--- config.mk ---
export PLATFORM = sky130hd
export DESIGN_NAME = pau
export DESIGN_NICKNAME = d
export VERILOG_FILES = /design/src/rtl/pau.sv
export SDC_FILE = /design/constraint.sdc
export NUM_CORES = 1
export LEC_CHECK = 0
export ABC_AREA = 1
export ABC_CLOCK_PERIOD_IN_PS = 9300
export CAP_MARGIN = 10
export CORE_MARGIN = 3
export CORE_UTILIZATION = 50
export DETAILED_ROUTE_END_ITERATION = 8
export PLACE_DENSITY_LB_ADDON = 0.1
export SLEW_MARGIN = 25
export SYNTH_ARGS = -nofsm -noshare
export SYNTH_HDL_FRONTEND = slang
export SYNTH_SLANG_ARGS = --single-unit
--- constraint.sdc ---
create_clock -name clk -period 9.3 [get_ports clk]
set_input_delay 1.86 -clock clk [delete_from_list [all_inputs] [get_ports clk]]
set_output_delay 1.86 -clock clk [all_outputs]
set_load 0.005 [all_outputs]
--- src/rtl/pau.sv ---
// pau: two-stage pipelined partitioned add/sub with per-lane overflow flags.
// Lane saturation is built only when PAU_SAT_EN is defined; otherwise result wraps.
module pau #(
    parameter int WIDTH  = 16,
    parameter int LANE_W = 8
) (
    input  logic                      clk,
    input  logic                      rst_n,
    input  logic                      in_valid,
    output logic                      in_ready,
    input  logic [1:0]                cmd,
    input  logic [WIDTH-1:0]          a,
    input  logic [WIDTH-1:0]          b,
    output logic                      out_valid,
    input  logic                      out_ready,
    output logic [WIDTH-1:0]          result,
    output logic [WIDTH/LANE_W-1:0]   lane_v,
    output logic                      v,
    output logic                      n,
    output logic                      z,
    output logic                      cout
);
    localparam int LANES = WIDTH / LANE_W;

    logic              s1_advance, accept, load;
    logic              s1_valid_q, s1_valid_d, s2_valid_q, s2_valid_d;
    logic [WIDTH-1:0]  s1_sum_q, s1_sum_d, res_q, res_d;
    logic [LANES-1:0]  s1_ovf_q, s1_ovf_d, lane_v_q, lane_v_d;
    logic              s1_cout_q, s1_cout_d, s1_packed_q, s1_packed_d;
    logic              v_q, v_d, n_q, n_d, z_q, z_d, cout_q, cout_d;
    logic [WIDTH-1:0]  bx, sum, fin;
    logic [LANES-1:0]  ovf;
    logic [LANE_W:0]   ls;
    logic              c;

    assign s1_advance = ~s2_valid_q | out_ready;
    assign in_ready   = rst_n & (~s1_valid_q | s1_advance);
    assign accept     = in_valid & in_ready;
    assign load       = s1_advance & s1_valid_q;

    // Packed modes force every lane's carry-in to the mode carry; word modes chain lanes.
    always_comb begin
        bx  = cmd[0] ? ~b : b;
        sum = '0;
        ovf = '0;
        ls  = '0;
        c   = cmd[0];
        for (int i = 0; i < LANES; i++) begin
            ls = {1'b0, a[i*LANE_W +: LANE_W]} + {1'b0, bx[i*LANE_W +: LANE_W]}
               + {{LANE_W{1'b0}}, cmd[1] ? cmd[0] : c};
            sum[i*LANE_W +: LANE_W] = ls[LANE_W-1:0];
            ovf[i] = (a[(i+1)*LANE_W-1] == bx[(i+1)*LANE_W-1]) && (ls[LANE_W-1] != a[(i+1)*LANE_W-1]);
            c = ls[LANE_W];
        end
        s1_valid_d  = in_ready ? in_valid : s1_valid_q;
        s1_sum_d    = accept ? sum : s1_sum_q;
        s1_ovf_d    = accept ? ovf : s1_ovf_q;
        s1_cout_d   = accept ? c : s1_cout_q;
        s1_packed_d = accept ? cmd[1] : s1_packed_q;
    end

    always_comb begin
        fin = s1_sum_q;
`ifdef PAU_SAT_EN
        if (s1_packed_q) begin
            for (int i = 0; i < LANES; i++)
                if (s1_ovf_q[i])
                    fin[i*LANE_W +: LANE_W] = {~s1_sum_q[(i+1)*LANE_W-1], {(LANE_W-1){s1_sum_q[(i+1)*LANE_W-1]}}};
        end else if (s1_ovf_q[LANES-1]) begin
            fin = {~s1_sum_q[WIDTH-1], {(WIDTH-1){s1_sum_q[WIDTH-1]}}};
        end
        n_d = load ? s1_sum_q[WIDTH-1] ^ s1_ovf_q[LANES-1] : n_q;
`else
        n_d = load ? fin[WIDTH-1] : n_q;
`endif
        s2_valid_d = s1_advance ? s1_valid_q : s2_valid_q;
        res_d      = load ? fin : res_q;
        lane_v_d   = load ? (s1_packed_q ? s1_ovf_q : {LANES{s1_ovf_q[LANES-1]}}) : lane_v_q;
        v_d        = load ? s1_ovf_q[LANES-1] : v_q;
        z_d        = load ? (fin == '0) : z_q;
        cout_d     = load ? s1_cout_q : cout_q;
    end

    always_ff @(posedge clk) begin
        if (!rst_n) begin
            s1_valid_q  <= 1'b0;
            s1_sum_q    <= '0;
            s1_ovf_q    <= '0;
            s1_cout_q   <= 1'b0;
            s1_packed_q <= 1'b0;
            s2_valid_q  <= 1'b0;
            res_q       <= '0;
            lane_v_q    <= '0;
            v_q         <= 1'b0;
            n_q         <= 1'b0;
            z_q         <= 1'b0;
            cout_q      <= 1'b0;
        end else begin
            s1_valid_q  <= s1_valid_d;
            s1_sum_q    <= s1_sum_d;
            s1_ovf_q    <= s1_ovf_d;
            s1_cout_q   <= s1_cout_d;
            s1_packed_q <= s1_packed_d;
            s2_valid_q  <= s2_valid_d;
            res_q       <= res_d;
            lane_v_q    <= lane_v_d;
            v_q         <= v_d;
            n_q         <= n_d;
            z_q         <= z_d;
            cout_q      <= cout_d;
        end
    end

    assign out_valid = s2_valid_q;
    assign result    = res_q;
    assign lane_v    = lane_v_q;
    assign v         = v_q;
    assign n         = n_q;
    assign z         = z_q;
    assign cout      = cout_q;
endmodule

[Word-level counts from Yosys, hierarchy flattened]
Cells that the tools add are included.
Cells by class
  add/subtract/negate cells: 4
  eq/ne operators: 4
  muxes and demuxes: 3
  bitwise gates (word level): 8
  reductions and logical operators: 3
Operators with widths (count)
  8-bit by 8-bit adder with 9-bit output: 2
  9-bit by 1-bit adder with 9-bit output: 2
  16-bit zero test: 1
  16-bit 2-to-1 mux: 1
  16-bit inverter: 1
  1-bit AND: 3
  1-bit equality test: 2
  1-bit logical AND: 2
  1-bit 2-to-1 mux: 2
  1-bit inequality test: 2
  1-bit inverter: 2
  1-bit OR: 2
Word-level totals
  flip-flop bits (word level): 44
  output and inout port bits: 24

[Depth between registers and ports, before layout]
  depth in word-level cells: 8
  gate-level depth with buffers: 22
  mapped depth without buffers: 21

[Worst setup path after synthesis]
OpenSTA, ideal clock, no wires.
  path kind: input port to flip-flop
  from: input cmd[0]
  to: register s1_sum_q[14], in the netlist fin[14]
  arrival time: 4418 ps
  slack: 4761 ps
  cell stages on the path: 17
  path buffers: 2
  path through: buf_6 buf_2 xor2_1 ha_1 nand3_1 nand2_1 nand4_1 nand4_1 o21ai_0 inv_1 fa_1 fa_1 nand3_1 nand2_1 a21oi_1 xor2_1 o21ai_0
Between the ends
  longest elaborated chain between the ends: 5
RTL lines
  start, declared: line 11  | input logic [1:0] cmd,
  16-bit 2-to-1 mux: line 43  | bx = cmd[0] ? ~b : b;
  8-bit by 8-bit adder with 9-bit output: line 49  | ls = {1'b0, a[i*LANE_W +: LANE_W]} + {1'b0, bx[i*LANE_W +: LANE_W]}
  9-bit by 1-bit adder with 9-bit output: line 50  | + {{LANE_W{1'b0}}, cmd[1] ? cmd[0] : c};
  1-bit 2-to-1 mux: line 50
  9-bit by 1-bit adder with 9-bit output *: line 50
  end signal, assigned: line 100  | s1_sum_q <= s1_sum_d;
  end, declared: line 27  | logic [WIDTH-1:0] s1_sum_q, s1_sum_d, res_q, res_d;
Every way passes the cells marked *; elsewhere a longest branch is shown, timed or not.
A chain may end at the register's enable or synchronous reset.

[Worst setup path in the final report]
  from: input rst_n
  to: output in_ready
Between the ends
  longest elaborated chain between the ends: 1
RTL lines
  start, declared: line 8  | input logic rst_n,
  1-bit AND: line 37  | assign in_ready = rst_n & (~s1_valid_q | s1_advance);
  end, declared: line 10  | output logic in_ready,
No other way between the ends.

==> flow_summary_export.csv <==
group,metric,value,unit
pwr,power.internal,320.2,uW
hold_path,hold_class,"reg -> reg",
cts,clockBufferDepth,2,
cells_and_area,fin_util,68.69,%
critical_path,crit_top_cell,"clkdlybuf4s50_1",
cells_and_area,final_common_cell,"clkdlybuf4s50_1",
synth,yosys.cell_types.count,30,
floorplan,die_area,5727,sq um
place,dp_cells,424,
critical_path,reg2reg_slack,7.91,ns
place,placed_area,3003,sq um
critical_path,cp_data_required_time,7.44,ns
cells_and_area,fin_nets,434,
cells_and_area,instances_no_fill,432,
routing,num_vias,2194,
global_routing,grt-ovfl-total,0,
critical_path,crit_arrival,3.73,ns
pwr,p_leak,1.374,nW
synth,ys_ff_latch,42,
routing,drc,0,
routing,drt_iter0_drc,101,
critical_path,r2r_start,"out_valid",
floorplan,die_w,75.68,um
timing,hold_viol_final,0,
cts,cts_resized,0,
pwr,power.share.switching,30.18,%
global_routing,grt_max_degree,35,
critical_path,end_kind,"output pin",
pwr,p_comb_share,29.6,%
pwr,clockPowerShare,25.7,%
cells_and_area,layout-drive-gt1-share,3.421,%
critical_path,r2r_end,"fin[15]",
timing,worst_pin_slew,0.8913,ns
floorplan,ios,62,
outcome,outcome,"complete, no violations",
cts,cts_tree,"done",
cells_and_area,diodes,0,
critical_path,path_delay_family,"buffers and inverters",
cts,ctsHoldBuffers,0,
critical_path,max_stage_delay,1.05,ns
global_routing,antenna_found_initial,0,
timing,finalSetupViolations,0,
synth,syn_area,2427,sq um
cts,ctsHtreeMaxLevel,2,
job,maxCapViolCount,0,
hold_path,whs_path_depth,2,
place,port_buffers,61,
synth,syn_area_per_cell,7.469,sq um
cells_and_area,final_area,3094,sq um
pwr,power_frac_seq,44.7,%
place,place_ws,3.673,ns
routing,drt_wl_total,4884,um
timing,max_clock_freq,178.9,MHz
timing,max_slew_margin,40.40,%
cts,cts.sinks,42,
floorplan,rows,24,
cells_and_area,fill_cells,414,
cts,clk_latency,0.29,ns
global_routing,grt_pass1_vias,1904,
synth,yosysTopAreaCell,"dfxtp_1",
synth,syn_inst,325,
synth,yosysWarnings,0,
critical_path,start_kind,"primary input",
timing,fin_worst_skew,0.003222,ns
global_routing,grt_usage,18.10,%
timing,rsz0062_at_grt,"no",
cells_and_area,ff_latch_area,840.8,sq um
floorplan,core,4504,sq um
cells_and_area,syn2layout_area_growth,27.47,%
timing,fin_crit,5.589,ns
timing,drv_slew,0,
critical_path,crit_buf_inv,3,
routing,firstDrtPassIters,5,
timing,fin_crit_sh,60.10,%
routing,viasPerCell,5.079,
routing,avgRoutedWirePerCell,11.31,um
hold_path,hold_path_end,"fin[8]",
pwr,peakVddDrop,0.06413,mV
pwr,powerDensity,148.2,nW/um^2
synth,syn_nets,380,
global_routing,grt_pass1_wl,8162,um
timing,fin_ws,3.711,ns
cts,cts_buffers,5,
synth,synthTopCellsByArea,"dfxtp_1 35%, a21oi_1 7.4%, ha_1 7.2%",
floorplan,start_util,53.89,%
cells_and_area,multi_input_area,1311,sq um
critical_path,crit_type,"in -> out",
pwr,switching_power,138.4,uW
critical_path,slowest_stage,"clkdlybuf4s50_1",
critical_path,r2r_cells,7,
cells_and_area,final_cell_mix,"61 x clkdlybuf4s50_1, 45 x nand2_1, 44 x inv_1",
cts,postCtsSetupBuffers,0,
cts,clk_pin_slew,0.07,ns
floorplan,die_h,75.68,um
critical_path,path_max_fanout,31,
place,hpwlAfterDp,3811,um
cts,cts_root_buffer,"clkbuf_8",
synth,yosysSeqAreaShare,34.64,%
routing,ant_nets,0,
place,finalWeightedCongestion,0.8737,
synth,synth_top_area_share,34.64,%
critical_path,crit_chain,"clkdlybuf4s50_1 -> nand2_2 -> inv_1 -> clkdlybuf4s50_1",
hold_path,holdCritStartpoint,"fin[8]",
timing,setup_tns,0,ns
-- worst max-delay path by stage --
stage	start	to	depth (start not counted)
global placement	rst_n	in_ready	4
detailed placement	cmd[0]	fin[14]	16
CTS	rst_n	in_ready	4
floorplan	cmd[0]	fin[14]	17
global route	rst_n	in_ready	4
finish	rst_n	in_ready	4
-- kinds of logic after synthesis --
| group | share of synthesized area [%] |
|---|---|
| AOI/OAI and AO/OA | 17.94 |
| xor gates and xnor gates | 7.216 |
| adders and majority gates | 9.691 |
| buffers and inverters | 11.34 |
| DFF | 34.64 |
| and+or+nand+nor | 19.18 |
-- power by group through the flow --
stage,clock network (mW),logic (mW),registers [mW]
finish,0.118,0.136,0.205
global route,0.128,0.155,0.207
CTS,0.121,0.136,0.205
detailed placement,0,0.135,0.209
global placement,0,0.132,0.209
floorplan,0,0.0897,0.208
-- metal layers --
| layer | routed length [um] | share of wire [%] | global-route usage [%] |
|---|---|---|---|
| met5 | 0 | 0 | 0 |
| met3 | 241 | 4.9 | 3.430 |
| met4 | 53 | 1.1 | 5.243 |
| met2 | 2061 | 42 | 28.57 |
| met1 | 2526 | 52 | 25.22 |
-- cell type report --
cell class / count / area share (%)
clock buffers: 7 / 2.790
clock inverters: 1 / 0.1617
inverters: 46 / 5.661
multi-input cells: 223 / 42.38
flip-flops and latches: 42 / 27.17
well taps: 52 / 2.103
repair buffers: 61 / 19.73
-- stage by stage --
stage                     total power, mW  hold slack (ns)
after floorplan                    0.2975           0.4338
after global placement             0.3411           0.4577
after detailed placement           0.3442           0.4644
after CTS                          0.4621           0.4752
after global routing               0.4900           0.5004
final                              0.4586           0.4747
-- registers in the layout (all words and copies together), names as in the netlist --
signal,count
s1_ovf_q,2
fin,16
cout,1
out_valid,1
z,1
s1_valid_q,1
result,16
lane_v,2
s1_packed_q,1
s1_cout_q,1
-- Yosys cell counts --
cell type	number
o21ai_1	5
o21bai_1	2
dfxtp_1	42
inv_4	1
a21o_1	1
a211oi_1	1
buf_4	3
nand2_2	1
a21oi_2	1
nand3_1	21
buf_6	4
nand4_1	8
buf_2	5
nand3_2	1
xor2_1	16
clkbuf_1	2
nand2_1	45
xnor2_1	4
inv_2	1
inv_1	44
nor2_8	1
a31oi_1	1
o21ai_0	34
fa_1	3
ha_1	14
o31ai_1	2
and2_1	1
nor2_1	23
nor4_1	2
a21oi_1	36
-- worst min-delay path: stages (launching register included) --
cell and delay (ns):
dfxtp_1 0.31, inv_1 0.06, a21oi_1 0.05
No activity file was read; power rests on OpenSTA's default activity.
